[src/rtl/falcon_loader_pkg.sv]
// rtl/falcon_loader_pkg.sv - shared types and constants for the UART boot loader
// Purpose : loader FSM state encoding, default framing bytes and an alignment helper.
// Ports   : none (package).
package falcon_loader_pkg;

  typedef enum logic [2:0] {
    IDLE,
    ADDR,
    LEN,
    DATA,
    CSUM,
    DRAIN,
    RESP
  } loader_state_t;

  localparam logic [7:0]  DEF_SYNC_BYTE      = 8'hB0;
  localparam logic [7:0]  DEF_ACK_BYTE       = 8'h06;
  localparam logic [7:0]  DEF_NAK_BYTE       = 8'h15;
  localparam int unsigned DEF_TIMEOUT_CYCLES = 1000000;

  // Only the two low bits decide alignment, so only those are passed in.
  function automatic logic is_word_aligned(input logic [1:0] low_bits);
    return low_bits == 2'b00;
  endfunction

endpackage

[src/rtl/uart_loader_if.sv]
// rtl/uart_loader_if.sv - UART byte streams and memory write port of the boot loader
// Purpose : bundles the rx/tx byte handshakes and the 32-bit memory write request.
// Ports   : rx_complete/rx_data (uart rx), tx_valid/tx_data/tx_complete (uart tx),
//           mem_valid/mem_addr/mem_wdata/mem_wmask/mem_ready (memory write port).
//           master = loader side, slave = uart + memory arbiter side.
interface uart_loader_if;

  logic        rx_complete;
  logic [7:0]  rx_data;
  logic        tx_valid;
  logic [7:0]  tx_data;
  logic        tx_complete;
  logic        mem_valid;
  logic [31:0] mem_addr;
  logic [31:0] mem_wdata;
  logic [3:0]  mem_wmask;
  logic        mem_ready;

  modport master (
    input  rx_complete, rx_data, tx_complete, mem_ready,
    output tx_valid, tx_data, mem_valid, mem_addr, mem_wdata, mem_wmask
  );

  modport slave (
    output rx_complete, rx_data, tx_complete, mem_ready,
    input  tx_valid, tx_data, mem_valid, mem_addr, mem_wdata, mem_wmask
  );

endinterface

[src/rtl/loader_word_assembler.sv]
// rtl/loader_word_assembler.sv - packs a byte stream into little-endian 32-bit words
// Purpose : shift register + byte index; flags the byte that completes a word.
// Ports   : clock, reset_n (async, active-low), clear (restart at byte 0),
//           byte_valid/byte_data (input byte), word (assembled word, valid with
//           word_ready), word_ready (combinational pulse on the 4th byte).
module loader_word_assembler (
  input  logic        clock,
  input  logic        reset_n,
  input  logic        clear,
  input  logic        byte_valid,
  input  logic [7:0]  byte_data,
  output logic [31:0] word,
  output logic        word_ready
);

  // Holds the three earlier bytes of the current word, oldest in [7:0].
  logic [23:0] shift_q;
  logic [1:0]  byte_idx_q;

  // The completing byte is used directly so the word is available in the
  // same cycle it arrives.
  assign word       = {byte_data, shift_q};
  assign word_ready = byte_valid && (byte_idx_q == 2'd3);

  always_ff @(posedge clock or negedge reset_n) begin
    if (!reset_n) begin
      shift_q    <= '0;
      byte_idx_q <= '0;
    end else if (clear) begin
      shift_q    <= '0;
      byte_idx_q <= '0;
    end else if (byte_valid) begin
      shift_q    <= {byte_data, shift_q[23:8]};
      byte_idx_q <= byte_idx_q + 2'd1;
    end
  end

endmodule

[src/rtl/uart_loader.sv]
// rtl/uart_loader.sv - parses a framed boot image from the UART and writes it to memory
// Purpose : frame = SYNC, ADDR[31:0] LE, LEN[31:0] LE, LEN data bytes, CSUM (sum mod 256).
//           Data is written as 32-bit words, an ACK/NAK byte is returned, and on
//           success the CPU is released from reset at the load address.
// Ports   : clock, reset_n (async, active-low),
//           bus (uart_loader_if.master: rx stream, tx handshake, memory write port),
//           cpu_reset_hold (CPU held in reset while 1), boot_addr (CPU start address),
//           busy (frame in progress).
module uart_loader
  import falcon_loader_pkg::*;
#(
  parameter logic [7:0]  SYNC_BYTE      = DEF_SYNC_BYTE,
  parameter logic [7:0]  ACK_BYTE       = DEF_ACK_BYTE,
  parameter logic [7:0]  NAK_BYTE       = DEF_NAK_BYTE,
  parameter int unsigned TIMEOUT_CYCLES = DEF_TIMEOUT_CYCLES
) (
  input  logic               clock,
  input  logic               reset_n,
  uart_loader_if.master      bus,
  output logic               cpu_reset_hold,
  output logic [31:0]        boot_addr,
  output logic               busy
);

  localparam logic [31:0] TIMEOUT_LAST = 32'(TIMEOUT_CYCLES - 1);

  loader_state_t state_q, state_d;

  logic        err_q;
  logic        err_set;
  logic [7:0]  csum_q;
  logic [31:0] cur_addr_q;
  logic [31:0] frame_addr_q;
  logic [31:0] remaining_q;
  logic [31:0] timer_q;
  logic        mem_valid_q;
  logic [31:0] mem_addr_q;
  logic [31:0] mem_wdata_q;
  logic        tx_valid_c;
  logic [7:0]  tx_data_c;

  logic        idle_sync;
  logic        collecting;
  logic        byte_in;
  logic        asm_valid;
  logic        word_ready;
  logic [31:0] word;
  logic        mem_accept;
  logic        timed_out;
  logic        overflow;
  logic        issue;

  assign collecting = state_q inside {ADDR, LEN, DATA, CSUM};
  assign idle_sync  = (state_q == IDLE) && bus.rx_complete && (bus.rx_data == SYNC_BYTE);
  // Bytes outside the collecting states (DRAIN, RESP) are dropped here.
  assign byte_in    = collecting && bus.rx_complete;
  assign asm_valid  = byte_in && (state_q != CSUM);
  assign mem_accept = mem_valid_q && bus.mem_ready;
  // A byte in the timeout cycle wins, hence the !rx_complete term.
  assign timed_out  = collecting && !bus.rx_complete && (timer_q == TIMEOUT_LAST);
  // A write being accepted in the same cycle frees the request slot.
  assign overflow   = (state_q == DATA) && word_ready && mem_valid_q && !bus.mem_ready;
  assign issue      = (state_q == DATA) && word_ready && !overflow;

  // ADDR and LEN fields are assembled by the same shifter as the data words.
  loader_word_assembler u_word_assembler (
    .clock      (clock),
    .reset_n    (reset_n),
    .clear      (idle_sync),
    .byte_valid (asm_valid),
    .byte_data  (bus.rx_data),
    .word       (word),
    .word_ready (word_ready)
  );

  always_ff @(posedge clock or negedge reset_n) begin
    if (!reset_n) begin
      state_q <= IDLE;
    end else begin
      state_q <= state_d;
    end
  end

  always_comb begin
    state_d    = state_q;
    err_set    = 1'b0;
    tx_valid_c = 1'b0;
    tx_data_c  = 8'h00;
    case (state_q)
      IDLE: begin
        if (idle_sync) state_d = ADDR;
      end
      ADDR: begin
        if (word_ready) begin
          if (!is_word_aligned(word[1:0])) begin
            err_set = 1'b1;
            state_d = DRAIN;
          end else begin
            state_d = LEN;
          end
        end
      end
      LEN: begin
        if (word_ready) begin
          if (!is_word_aligned(word[1:0])) begin
            err_set = 1'b1;
            state_d = DRAIN;
          end else if (word == 32'd0) begin
            state_d = CSUM;
          end else begin
            state_d = DATA;
          end
        end
      end
      DATA: begin
        if (overflow) begin
          err_set = 1'b1;
          state_d = DRAIN;
        end else if (byte_in && (remaining_q == 32'd1)) begin
          state_d = CSUM;
        end
      end
      CSUM: begin
        if (byte_in) begin
          err_set = (bus.rx_data != csum_q);
          state_d = DRAIN;
        end
      end
      DRAIN: begin
        if (!mem_valid_q) state_d = RESP;
      end
      RESP: begin
        tx_valid_c = 1'b1;
        tx_data_c  = err_q ? NAK_BYTE : ACK_BYTE;
        if (bus.tx_complete) state_d = IDLE;
      end
      default: state_d = IDLE;
    endcase
    if (timed_out) begin
      err_set = 1'b1;
      state_d = DRAIN;
    end
  end

  always_ff @(posedge clock or negedge reset_n) begin
    if (!reset_n) begin
      err_q          <= 1'b0;
      csum_q         <= '0;
      cur_addr_q     <= '0;
      frame_addr_q   <= '0;
      remaining_q    <= '0;
      timer_q        <= '0;
      mem_valid_q    <= 1'b0;
      mem_addr_q     <= '0;
      mem_wdata_q    <= '0;
      cpu_reset_hold <= 1'b1;
      boot_addr      <= '0;
    end else begin
      if (idle_sync) begin
        err_q          <= 1'b0;
        csum_q         <= '0;
        cpu_reset_hold <= 1'b1;
      end else if (err_set) begin
        err_q <= 1'b1;
      end

      if (idle_sync || byte_in) begin
        timer_q <= '0;
      end else if (collecting) begin
        timer_q <= timer_q + 32'd1;
      end

      if ((state_q == ADDR) && word_ready && is_word_aligned(word[1:0])) begin
        cur_addr_q   <= word;
        frame_addr_q <= word;
      end else if (mem_accept) begin
        cur_addr_q <= cur_addr_q + 32'd4;
      end

      if ((state_q == LEN) && word_ready) begin
        remaining_q <= word;
      end else if ((state_q == DATA) && byte_in) begin
        remaining_q <= remaining_q - 32'd1;
      end

      if ((state_q == DATA) && byte_in) begin
        csum_q <= csum_q + bus.rx_data;
      end

      // While a request is pending mem_addr equals cur_addr, so a new request
      // issued in the accept cycle targets the following word.
      if (issue) begin
        mem_valid_q <= 1'b1;
        mem_addr_q  <= mem_accept ? (cur_addr_q + 32'd4) : cur_addr_q;
        mem_wdata_q <= word;
      end else if (mem_accept) begin
        mem_valid_q <= 1'b0;
      end

      if ((state_q == RESP) && bus.tx_complete && !err_q) begin
        cpu_reset_hold <= 1'b0;
        boot_addr      <= frame_addr_q;
      end
    end
  end

  assign bus.mem_valid = mem_valid_q;
  assign bus.mem_addr  = mem_addr_q;
  assign bus.mem_wdata = mem_wdata_q;
  assign bus.mem_wmask = mem_valid_q ? 4'hF : 4'h0;
  assign bus.tx_valid  = tx_valid_c;
  assign bus.tx_data   = tx_data_c;
  assign busy          = (state_q != IDLE);

endmodule

[src/flat_wrapper.sv]
// flat-port wrapper written by rule: the top's interface ports become plain ports
module uart_loader_flat import falcon_loader_pkg::*;
#(
  parameter logic [7:0]  SYNC_BYTE      = DEF_SYNC_BYTE,
  parameter logic [7:0]  ACK_BYTE       = DEF_ACK_BYTE,
  parameter logic [7:0]  NAK_BYTE       = DEF_NAK_BYTE,
  parameter int unsigned TIMEOUT_CYCLES = DEF_TIMEOUT_CYCLES
)
  (clock, reset_n, cpu_reset_hold, boot_addr, busy, bus_rx_complete, bus_rx_data, bus_tx_complete, bus_mem_ready, bus_tx_valid, bus_tx_data, bus_mem_valid, bus_mem_addr, bus_mem_wdata, bus_mem_wmask);
  uart_loader_if bus_i ();
  input  logic clock;
  input  logic reset_n;
  output logic cpu_reset_hold;
  output logic [31:0] boot_addr;
  output logic busy;
  input wire logic [$bits(bus_i.rx_complete)-1:0] bus_rx_complete;
  input wire logic [$bits(bus_i.rx_data)-1:0] bus_rx_data;
  input wire logic [$bits(bus_i.tx_complete)-1:0] bus_tx_complete;
  input wire logic [$bits(bus_i.mem_ready)-1:0] bus_mem_ready;
  output wire logic [$bits(bus_i.tx_valid)-1:0] bus_tx_valid;
  output wire logic [$bits(bus_i.tx_data)-1:0] bus_tx_data;
  output wire logic [$bits(bus_i.mem_valid)-1:0] bus_mem_valid;
  output wire logic [$bits(bus_i.mem_addr)-1:0] bus_mem_addr;
  output wire logic [$bits(bus_i.mem_wdata)-1:0] bus_mem_wdata;
  output wire logic [$bits(bus_i.mem_wmask)-1:0] bus_mem_wmask;
  assign bus_i.rx_complete = bus_rx_complete;
  assign bus_i.rx_data = bus_rx_data;
  assign bus_i.tx_complete = bus_tx_complete;
  assign bus_i.mem_ready = bus_mem_ready;
  assign bus_tx_valid = bus_i.tx_valid;
  assign bus_tx_data = bus_i.tx_data;
  assign bus_mem_valid = bus_i.mem_valid;
  assign bus_mem_addr = bus_i.mem_addr;
  assign bus_mem_wdata = bus_i.mem_wdata;
  assign bus_mem_wmask = bus_i.mem_wmask;
  uart_loader #(.SYNC_BYTE(SYNC_BYTE), .ACK_BYTE(ACK_BYTE), .NAK_BYTE(NAK_BYTE), .TIMEOUT_CYCLES(TIMEOUT_CYCLES)) u_core (.clock(clock), .reset_n(reset_n), .bus(bus_i), .cpu_reset_hold(cpu_reset_hold), .boot_addr(boot_addr), .busy(busy));
endmodule
[config.mk]
export PLATFORM = sky130hd
export DESIGN_NAME = uart_loader_flat
export DESIGN_NICKNAME = d
export VERILOG_FILES = /design/src/rtl/falcon_loader_pkg.sv /design/src/rtl/uart_loader_if.sv /design/src/rtl/loader_word_assembler.sv /design/src/rtl/uart_loader.sv /design/src/flat_wrapper.sv
export SDC_FILE = /design/constraint.sdc
export NUM_CORES = 1
export LEC_CHECK = 0
export ABC_CLOCK_PERIOD_IN_PS = 5400
export CAP_MARGIN = 15
export CORE_AREA = 10 10 176 178
export CTS_CLUSTER_DIAMETER = 120
export DETAILED_ROUTE_END_ITERATION = 10
export DIE_AREA = 0 0 186 188
export HOLD_SLACK_MARGIN = 0.08
export PLACE_DENSITY = 0.75
export SETUP_SLACK_MARGIN = 0.1
export SLEW_MARGIN = 0
export SYNTH_ARGS = -nofsm -noshare
export SYNTH_HDL_FRONTEND = slang
export SYNTH_SLANG_ARGS = --single-unit
[constraint.sdc]
create_clock -name clock -period 5.4 [get_ports clock]
set_input_delay 1.62 -clock clock [delete_from_list [all_inputs] [get_ports clock]]
set_output_delay 1.62 -clock clock [all_outputs]
set_load 0.005 [all_outputs]
==> impl_metrics.json, run 1 <==
{
  "synth_fa_ha_area_share_pct": 1.39,
  "end_kind": "output port",
  "utilization_pct": 53.7,
  "power_density_nw_per_um2": 530,
  "hpwlAfterDp_um": 21100,
  "drive_gt1_share_pct": 13.0,
  "die_h_um": 188,
  "core_um2": 27500,
  "postLayoutCellArea_um2": 14700,
  "cts_setup_buffers": 0,
  "setup-violations-final": 0,
  "crit_buf_inv": 1,
  "start_kind": "register",
  "synth_top_cell_area_share_pct": 53.9,
  "worstSetupPathType": "reg2out",
  "muxShareOfSynthArea_pct": 7.44,
  "layout_common_cells": "263 x dfrtp_1, 215 x nand2_1, 119 x clkdlybuf4s50_1",
  "gr-usage-all-layers_pct": 17.8,
  "cts_resized": 0,
  "ys.flop_type": "dfrtp_1",
  "cts_buffers": 29,
  "route.detailed.drc": 0,
  "synth_seq_cells": 264,
  "io_buffer_count": 120,
  "gp_congestion": 0.854,
  "syn_avg_cell_area_um2": 10.1,
  "post-route-period-util_pct": 79.0,
  "cap_viol_max_count": 0,
  "grt-ovfl-total": 0,
  "synth_top_family_by_area": "simple AND/OR/NAND/NOR gates",
  "grt_pass1_wl_um": 51000,
  "layout.nets": 1338,
  "cellLeakagePower_nw": 6.55,
  "synth_area_um2": 12200,
  "cp.depth": 4,
  "r2r_cells": 5,
  "synth_compound_area_share_pct": 9.83,
  "drtIter0Drc": 953,
  "detail-route-antenna-nets": 0,
  "viasPerCell": 5.70,
  "n_antenna_cell": 0,
  "die_w_um": 186,
  "hp-class": "reg2reg",
  "cts_tree": "yes",
  "synth.distinct_cells": 75,
  "skew_ns": 0.0209,
  "clkSinkCount": 264,
  "ir_worst_vdd_mv": 0.291,
  "cpMaxStageDelayCell": "dfrtp_1",
  "clk_latency_ns": 0.57,
  "antenna_found_initial": 0,
  "fp.dieArea_um2": 35000,
  "routed_wl_um": 31600,
  "worstPathMaxFanout": 15,
  "cpMostUsedCell": "nor2b_1",
  "tightestPinTransition_ns": 0.862,
  "syn_to_final_growth_pct": 20.8,
  "hold_violations": 0,
  "synth_edf_count": 0,
  "status": "finished, final reports clean",
  "path_clk_slew_ns": 0.06,
  "hold_depth": 2,
  "synth.area.top_cells": "dfrtp_1 54%, mux2_2 7.2%, nand2_1 6.6%",
  "initial_core_util_pct": 44.4,
  "ios": 125,
  "cp_cell_sequence": "nor2b_1 -> and2_1 -> nor2b_1 -> clkdlybuf4s50_1",
  "min_period_ns": 4.27,
  "synthArstFlopShare_pct": 100,
  "arrival_ns": 2.65,
  "critPathMaxStageDelay_ns": 0.62,
  "yosysWarnings": 0,
  "cts_max_path_buffers": 3,
  "synth_top_area_cell": "dfrtp_1",
  "cts_max_level": 1,
  "rsz0062_at_grt": "no",
  "worstPathRequired_ns": 3.78,
  "grt_max_degree": 114,
  "avgRoutedWirePerCell_um": 18.8,
  "cts_hold_buf": 0,
  "synthXorXnorAreaFrac_pct": 4.23,
  "synth-simple-area-share_pct": 19.7,
  "syn_inst": 1206,
  "slew_headroom_pct": 42.5,
  "cp_top_family": "simple AND/OR/NAND/NOR gates",
  "ys_seq_area_share_pct": 54.1,
  "rows": 61,
  "maxSlewViolCount": 0,
  "clk_root_buffer_cell": "clkbuf_16",
  "fin_tns_setup_ns": 0,
  "first_pass_iters": 5,
  "final_common_cell": "dfrtp_1",
  "grt_pass1_vias": 9384,
  "dpl-instance-area_um2": 13800,
  "fmaxAchievable_mhz": 234,
  "vias": 9577
}
[power breakdown]
group / internal (mW) / total, mW / switching [mW]
sequential: 2.67 / 3.44 / 0.768
clock: 1.20 / 2.02 / 0.823
combinational: 1.24 / 2.36 / 1.12
[kinds of logic after synthesis]
kind of cell	after synthesis
other	1
xor gates and xnor gates	59
and+or+nand+nor	507
muxes	81
buffers and inverters	85
AOI/OAI and AO/OA	196
adders and majority gates	13
DFF	264
[metal layers]
layer	vias up	track usage [%]	part of all wire (%)
met5	-	0	0
met4	0	4.44	2.6
met3	66	3.29	7.0
met2	334	28.5	46
met1	4776	24.1	44
li1	4401	-	-
[cells in the mapped netlist (all sizes together) (11+ instances only)]
master	count
nor4	21
o21ai	39
o211ai	16
nand4	24
and2	12
xor2	34
xnor2	25
nand3	38
buf	35
clkbuf	33
nor3	21
ha	12
o311ai	11
or3	18
nand2	215
inv	17
nor2	112
a21oi	92
dfrtp	263
mux2	78
[flip-flops by register name (all words and copies together), names as in the netlist, 2 cells and up]
register,cells
u_core.boot_addr,32
u_core.bus.mem_addr,32
u_core.bus.mem_wdata,32
u_core.csum_q,8
u_core.cur_addr_q,32
u_core.frame_addr_q,32
u_core.remaining_q,32
u_core.state_q,3
u_core.timer_q,32
u_core.u_word_assembler.byte_idx_q,2
u_core.u_word_assembler.shift_q,24
[worst min-delay path, stage by stage, from the launching register on]
cell     delay [ns]
dfrtp_1        0.34
nand2_1        0.05
nand2_1        0.05
[through the flow]
step	worst slack [ns]	hold slack [ns]	cells	total power [mW]
CTS	1.17	0.475	1681	7.86
floorplan	2.11	0.442	1209	4.61
global route	1.00	0.506	1681	8.29
global placement	1.23	0.453	1627	5.71
detailed placement	1.14	0.459	1627	5.81
finish	1.13	0.471	1681	7.82
[worst paths after layout]
check / startpoint / slack (ns) / to
max: u_core.state_q[1] / 1.13 / bus_tx_data[1]
min: u_core.frame_addr_q[2] / 0.47 / u_core.frame_addr_q[2]
max reg2reg: u_core.state_q[2] / 2.76 / u_core.remaining_q[10]
min reg2reg: u_core.frame_addr_q[2] / 0.47 / u_core.frame_addr_q[2]
max in group asynchronous: reset_n / 3.35 / u_core.boot_addr[30]
min in group asynchronous: reset_n / 1.11 / u_core.bus.mem_wdata[13]
[final cells by class]
| cell class | count | area (um^2) |
|---|---|---|
| fill | 2400 | 12700 |
| inverter | 17 | 63.8 |
| clock inverter | 10 | 129 |
| sequential | 264 | 6610 |
| timing repair buffer | 140 | 1410 |
| multi-input combinational | 860 | 5250 |
| tap | 346 | 433 |
| clock buffer | 44 | 862 |
Note: power is estimated with default switching activity, not from simulation.
==> run 2: changes to the inputs <==
- ABC_CLOCK_PERIOD_IN_PS: 5400 -> 4400
- clock period: 5.4 -> 4.4 ns (I/O delays scaled with it)
==> run 2 against run 1 <==
  * Die area is the same
  * Count of clock-buffer cells in the layout shrank 6
  * Cell count is the same
  * Via count is 0.39% lower
  * Core utilization grew 0.068 points
  * Largest power group unchanged
  * Sequential cell count stayed put
  * Combinational power up 25%
==> impl_metrics.json, run 2 (same netlist as run 1, synthesis figures left out) <==
{
  "initial_core_util_pct": 44.4,
  "core_um2": 27500,
  "worstSetupPathType": "reg2out",
  "n_fill_cell": 2397,
  "r2r_start": "u_core.bus.mem_valid",
  "status": "finished, final reports clean",
  "cts_max_level": 1,
  "slew_headroom_pct": 43.8,
  "ios": 125,
  "fp.dieArea_um2": 35000,
  "hp-class": "reg2reg",
  "start_kind": "register",
  "antenna_found_initial": 0,
  "first_pass_iters": 5,
  "grt_max_degree": 111,
  "clkSinkCount": 264,
  "route.detailed.drc": 0,
  "vias": 9540,
  "layout_common_cells": "263 x dfrtp_1, 215 x nand2_1, 119 x clkdlybuf4s50_1",
  "seqCellArea_um2": 6610,
  "gp_congestion": 0.885,
  "grt-ovfl-total": 0,
  "worstPathMaxFanout": 15,
  "cpMostUsedCell": "nor2b_1",
  "drtIter0Drc": 810,
  "tightestPinTransition_ns": 0.843,
  "postLayoutCellArea_um2": 14800,
  "path_clk_slew_ns": 0.06,
  "post-route-period-util_pct": 88.8,
  "cellLeakagePower_nw": 6.58,
  "cts_buffers": 28,
  "cts_resized": 0,
  "clk_latency_ns": 0.56,
  "grt_pass1_wl_um": 51300,
  "n_antenna_cell": 0,
  "cp_top_family": "simple AND/OR/NAND/NOR gates",
  "skew_ns": 0.0157,
  "crit_buf_inv": 1,
  "maxSlewViolCount": 0,
  "syn_to_final_growth_pct": 21.0,
  "hold_ws_ns": 0.473,
  "end_kind": "output port",
  "critPathMaxStageDelay_ns": 0.63,
  "io_buffer_count": 120,
  "drive_gt1_share_pct": 13.1,
  "min_period_ns": 3.91,
  "cap_viol_max_count": 0,
  "utilization_pct": 53.7,
  "gr-usage-all-layers_pct": 17.9,
  "fin_tns_setup_ns": 0,
  "hold_violations": 0,
  "grt_pass1_vias": 9613,
  "ir_worst_vdd_mv": 0.287,
  "multi_input_area_um2": 5250,
  "final_common_cell": "dfrtp_1",
  "layout.nets": 1342,
  "detail-route-antenna-nets": 0,
  "power_density_nw_per_um2": 645,
  "routed_wl_um": 31700,
  "hold_start": "u_core.frame_addr_q[30]",
  "cts_hold_buf": 0,
  "cts_max_path_buffers": 3,
  "avgRoutedWirePerCell_um": 18.9,
  "die_h_um": 188,
  "cp_cell_sequence": "nor2b_1 -> and2_1 -> nor2b_1 -> clkdlybuf4s50_1",
  "clk_root_buffer_cell": "clkbuf_16",
  "die_w_um": 186,
  "rows": 61,
  "dpl-instance-area_um2": 13800,
  "rsz0062_at_grt": "no",
  "setup-violations-final": 0,
  "crit_path_start": "u_core.state_q[1]",
  "hpwlAfterDp_um": 21800,
  "arrival_ns": 2.59,
  "worstPathRequired_ns": 3.08,
  "cts_setup_buffers": 0,
  "fmaxAchievable_mhz": 256,
  "cts_tree": "yes",
  "viasPerCell": 5.68,
  "cpMaxStageDelayCell": "dfrtp_1"
}
[run 2: final timing paths]
kind                                            endpoint  slack, ns  cells past startpoint
worst max-delay path                      bus_tx_data[1]       0.49                      4
worst min-delay path             u_core.frame_addr_q[30]       0.47                      2
worst max register to register   u_core.bus.mem_addr[30]       1.73                      6
worst min register to register   u_core.frame_addr_q[30]       0.47                      2
max in group asynchronous             u_core.timer_q[20]       2.70                      2
min in group asynchronous       u_core.bus.mem_wdata[10]       0.83                      1
[run 2: per-stage QoR]
step | cells | setup WS [ns] | total power [mW]
after global routing | 1681 | 0.378 | 10.1
after floorplan | 1209 | 1.41 | 5.65
final | 1681 | 0.491 | 9.53
after global placement | 1632 | 0.574 | 7.00
after CTS | 1681 | 0.524 | 9.58
after detailed placement | 1632 | 0.504 | 7.14
[run 2: power by group]
part / internal [mW] / switching (mW)
Sequential: 3.28 / 0.906
Combinational: 1.54 / 1.40
Clock: 1.43 / 0.974
Total: 6.25 / 3.28
[run 2: area by class of cell]
type                    count  area share, %
multi-input cells         860           35.5
inverters                  17          0.432
well taps                 346           2.93
repair buffers            145           9.95
clock inverters            11           1.08
clock buffers              38           5.34
flip-flops and latches    264           44.7
[run 2: worst min-delay path, delay by kind of cell, from the launching register on]
family           cells  cell delay (ns)
DFF                  1             0.34
and+or+nand+nor      2             0.10
[run 2: routing by layer]
metal	up-vias	part of all wire, %	track usage, %	wire length (um)
li1	4421	-	-	-
met1	4742	42	23.0	13300
met2	305	48	29.5	15200
met3	72	7.1	3.90	2250
met4	0	2.9	5.55	915
met5	-	0	0	0
==> run 3: changes to the inputs <==
- CORE_AREA: 10 10 176 178 -> 2 2 168 170
- DIE_AREA: 0 0 186 188 -> 0 0 170 172
==> run 3 against run 2 <==
  * Clock power shrank 6%
  * First-iteration DRC count shrank 18%
  * Critical endpoint is now busy
  * Global-route usage increased by 3.3 points
  * Cell count is essentially flat
  * Routed wire length fell by 3.3%
  * Sequential share of layout area up 0.29 points
  * Register-to-register slack about the same
  * Die area is 16% lower
==> impl_metrics.json, run 3 (same netlist as run 1, synthesis figures left out) <==
{
  "switchingPower_mw": 3.25,
  "path_clk_slew_ns": 0.06,
  "rsz0062_at_grt": "no",
  "grt_pass1_wl_um": 49400,
  "first_pass_iters": 5,
  "initial_core_util_pct": 44.4,
  "final_common_cell": "dfrtp_1",
  "post-route-period-util_pct": 89.2,
  "drive_gt1_share_pct": 12.7,
  "critPathMaxStageDelay_ns": 0.70,
  "maxSlewViolCount": 0,
  "cts_max_level": 1,
  "setup-violations-final": 0,
  "cp_top_family": "buffers and inverters",
  "worstPathMaxFanout": 19,
  "cts_hold_buf": 0,
  "cap_viol_max_count": 0,
  "avgRoutedWirePerCell_um": 18.3,
  "start_kind": "register",
  "r2r_cells": 6,
  "met3_usage_pct": 3.30,
  "die_h_um": 172,
  "arrival_ns": 2.61,
  "cts_resized": 0,
  "cts_buffers": 28,
  "min_period_ns": 3.93,
  "layout_common_cells": "263 x dfrtp_1, 215 x nand2_1, 119 x clkdlybuf4s50_1",
  "power_frac_seq_pct": 45.0,
  "r2r_start": "u_core.bus.mem_valid",
  "hold_start": "u_core.frame_addr_q[9]",
  "grt_pass1_vias": 9216,
  "clockPowerShare_pct": 24.1,
  "pre_cts_slack_ns": 0.431,
  "power_density_nw_per_um2": 636,
  "met1_usage_pct": 29.2,
  "viasPerCell": 5.66,
  "layout.nets": 1340,
  "route.detailed.drc": 0,
  "fmaxAchievable_mhz": 255,
  "routed_wl_um": 30700,
  "holdPathEnd": "u_core.frame_addr_q[9]",
  "fp.dieArea_um2": 29200,
  "cellLeakagePower_nw": 6.53,
  "skew_ns": 0.0295,
  "hold_violations": 0,
  "hp-class": "reg2reg",
  "tightestPinTransition_ns": 0.828,
  "drtIter0Drc": 661,
  "gr-usage-all-layers_pct": 21.3,
  "worstPathRequired_ns": 3.08,
  "worstSetupPathType": "reg2out",
  "status": "finished, final reports clean",
  "hold_ws_ns": 0.472,
  "crit_buf_inv": 2,
  "r2r_slack_ns": 1.73,
  "cpMaxStageDelayCell": "nor3_1",
  "n_antenna_cell": 0,
  "cp_cell_sequence": "nor3_1 -> inv_2 -> clkdlybuf4s50_1",
  "clk_root_buffer_cell": "clkbuf_16",
  "combPwrFrac_pct": 30.9,
  "cts_max_path_buffers": 3,
  "clkSinkCount": 264,
  "ir_worst_vdd_mv": 0.271,
  "io_buffer_count": 120,
  "cts_tree": "yes",
  "vias": 9502,
  "slew_headroom_pct": 44.7,
  "detail-route-antenna-nets": 0,
  "hpwlAfterDp_um": 20700,
  "grt_max_degree": 97,
  "die_w_um": 170,
  "clk_latency_ns": 0.57,
  "p_int_mw": 6.08,
  "gp_congestion": 0.888,
  "end_kind": "output port",
  "core_um2": 27500,
  "utilization_pct": 53.4,
  "rows": 61,
  "cp.depth": 3,
  "met2_usage_pct": 33.7,
  "hold_depth": 2,
  "rr_endpoint": "u_core.cur_addr_q[30]",
  "setup_slack_ns": 0.474,
  "syn_to_final_growth_pct": 20.2,
  "antenna_found_initial": 0,
  "cts_setup_buffers": 0,
  "switching_share_pct": 34.8,
  "ios": 125,
  "top_usage_layer": "met2",
  "fin_tns_setup_ns": 0,
  "grt-ovfl-total": 0
}
==> run 3: changes by cell type in the layout (fill, tap and decap cells not counted) <==
| cell | delta |
|---|---|
| buf_4 | -1 |
| clkinvlp_4 | +1 |
| buf_12 | -1 |
| clkinv_2 | -1 |
| clkinv_4 | -1 |
| clkbuf_8 | +1 |
| bufinv_16 | -3 |
| clkbuf_1 | +4 |
==> run 3: tightest hold or removal path, cell delays in order, from the launching register on <==
cell and delay (ns):
dfrtp_1 0.34, nand2_1 0.05, nand2_1 0.06
==> run 3: layer usage <==
metal	up-vias	wire, um
li1	4419	-
met1	4668	13700
met2	321	13900
met3	94	1770
met4	0	1310
met5	-	0
==> run 3: worst max-delay path by stage <==
stage	startpoint	endpoint	slack, ns
floorplan	bus_rx_complete	u_core.bus.mem_addr[16]	1.41
global placement	bus_rx_data[0]	u_core.timer_q[28]	0.55
detailed placement	bus_rx_data[0]	u_core.timer_q[30]	0.43
CTS	u_core.state_q[2]	busy	0.49
global route	u_core.state_q[1]	bus_tx_data[1]	0.32
finish	u_core.state_q[2]	busy	0.47
==> run 3: power groups by stage <==
stage / Combinational, mW / Clock, mW / Sequential, mW
6_report: 2.88 / 2.25 / 4.20
5_1_grt: 3.21 / 2.39 / 4.30
4_1_cts: 2.89 / 2.30 / 4.18
3_5_place_dp: 2.87 / 0 / 4.21
3_3_place_gp: 2.78 / 0 / 4.18
2_1_floorplan: 1.77 / 0 / 3.88
==> run 3: layout make-up <==
type / instances / area (um^2)
Fill cell: 2401 / 12800
Sequential cell: 264 / 6610
Multi-Input combinational cell: 860 / 5250
Inverter: 17 / 63.8
Timing Repair Buffer: 143 / 1440
Tap cell: 346 / 433
Clock inverter: 7 / 62.6
Clock buffer: 43 / 817
==> run 3: stage by stage <==
step,power [mW],instances,cell area [um^2]
6_report,9.33,1680,14700
5_1_grt,9.91,1680,14700
4_1_cts,9.37,1680,14700
3_5_place_dp,7.08,1630,13800
3_3_place_gp,6.96,1630,13800
2_1_floorplan,5.65,1209,12200
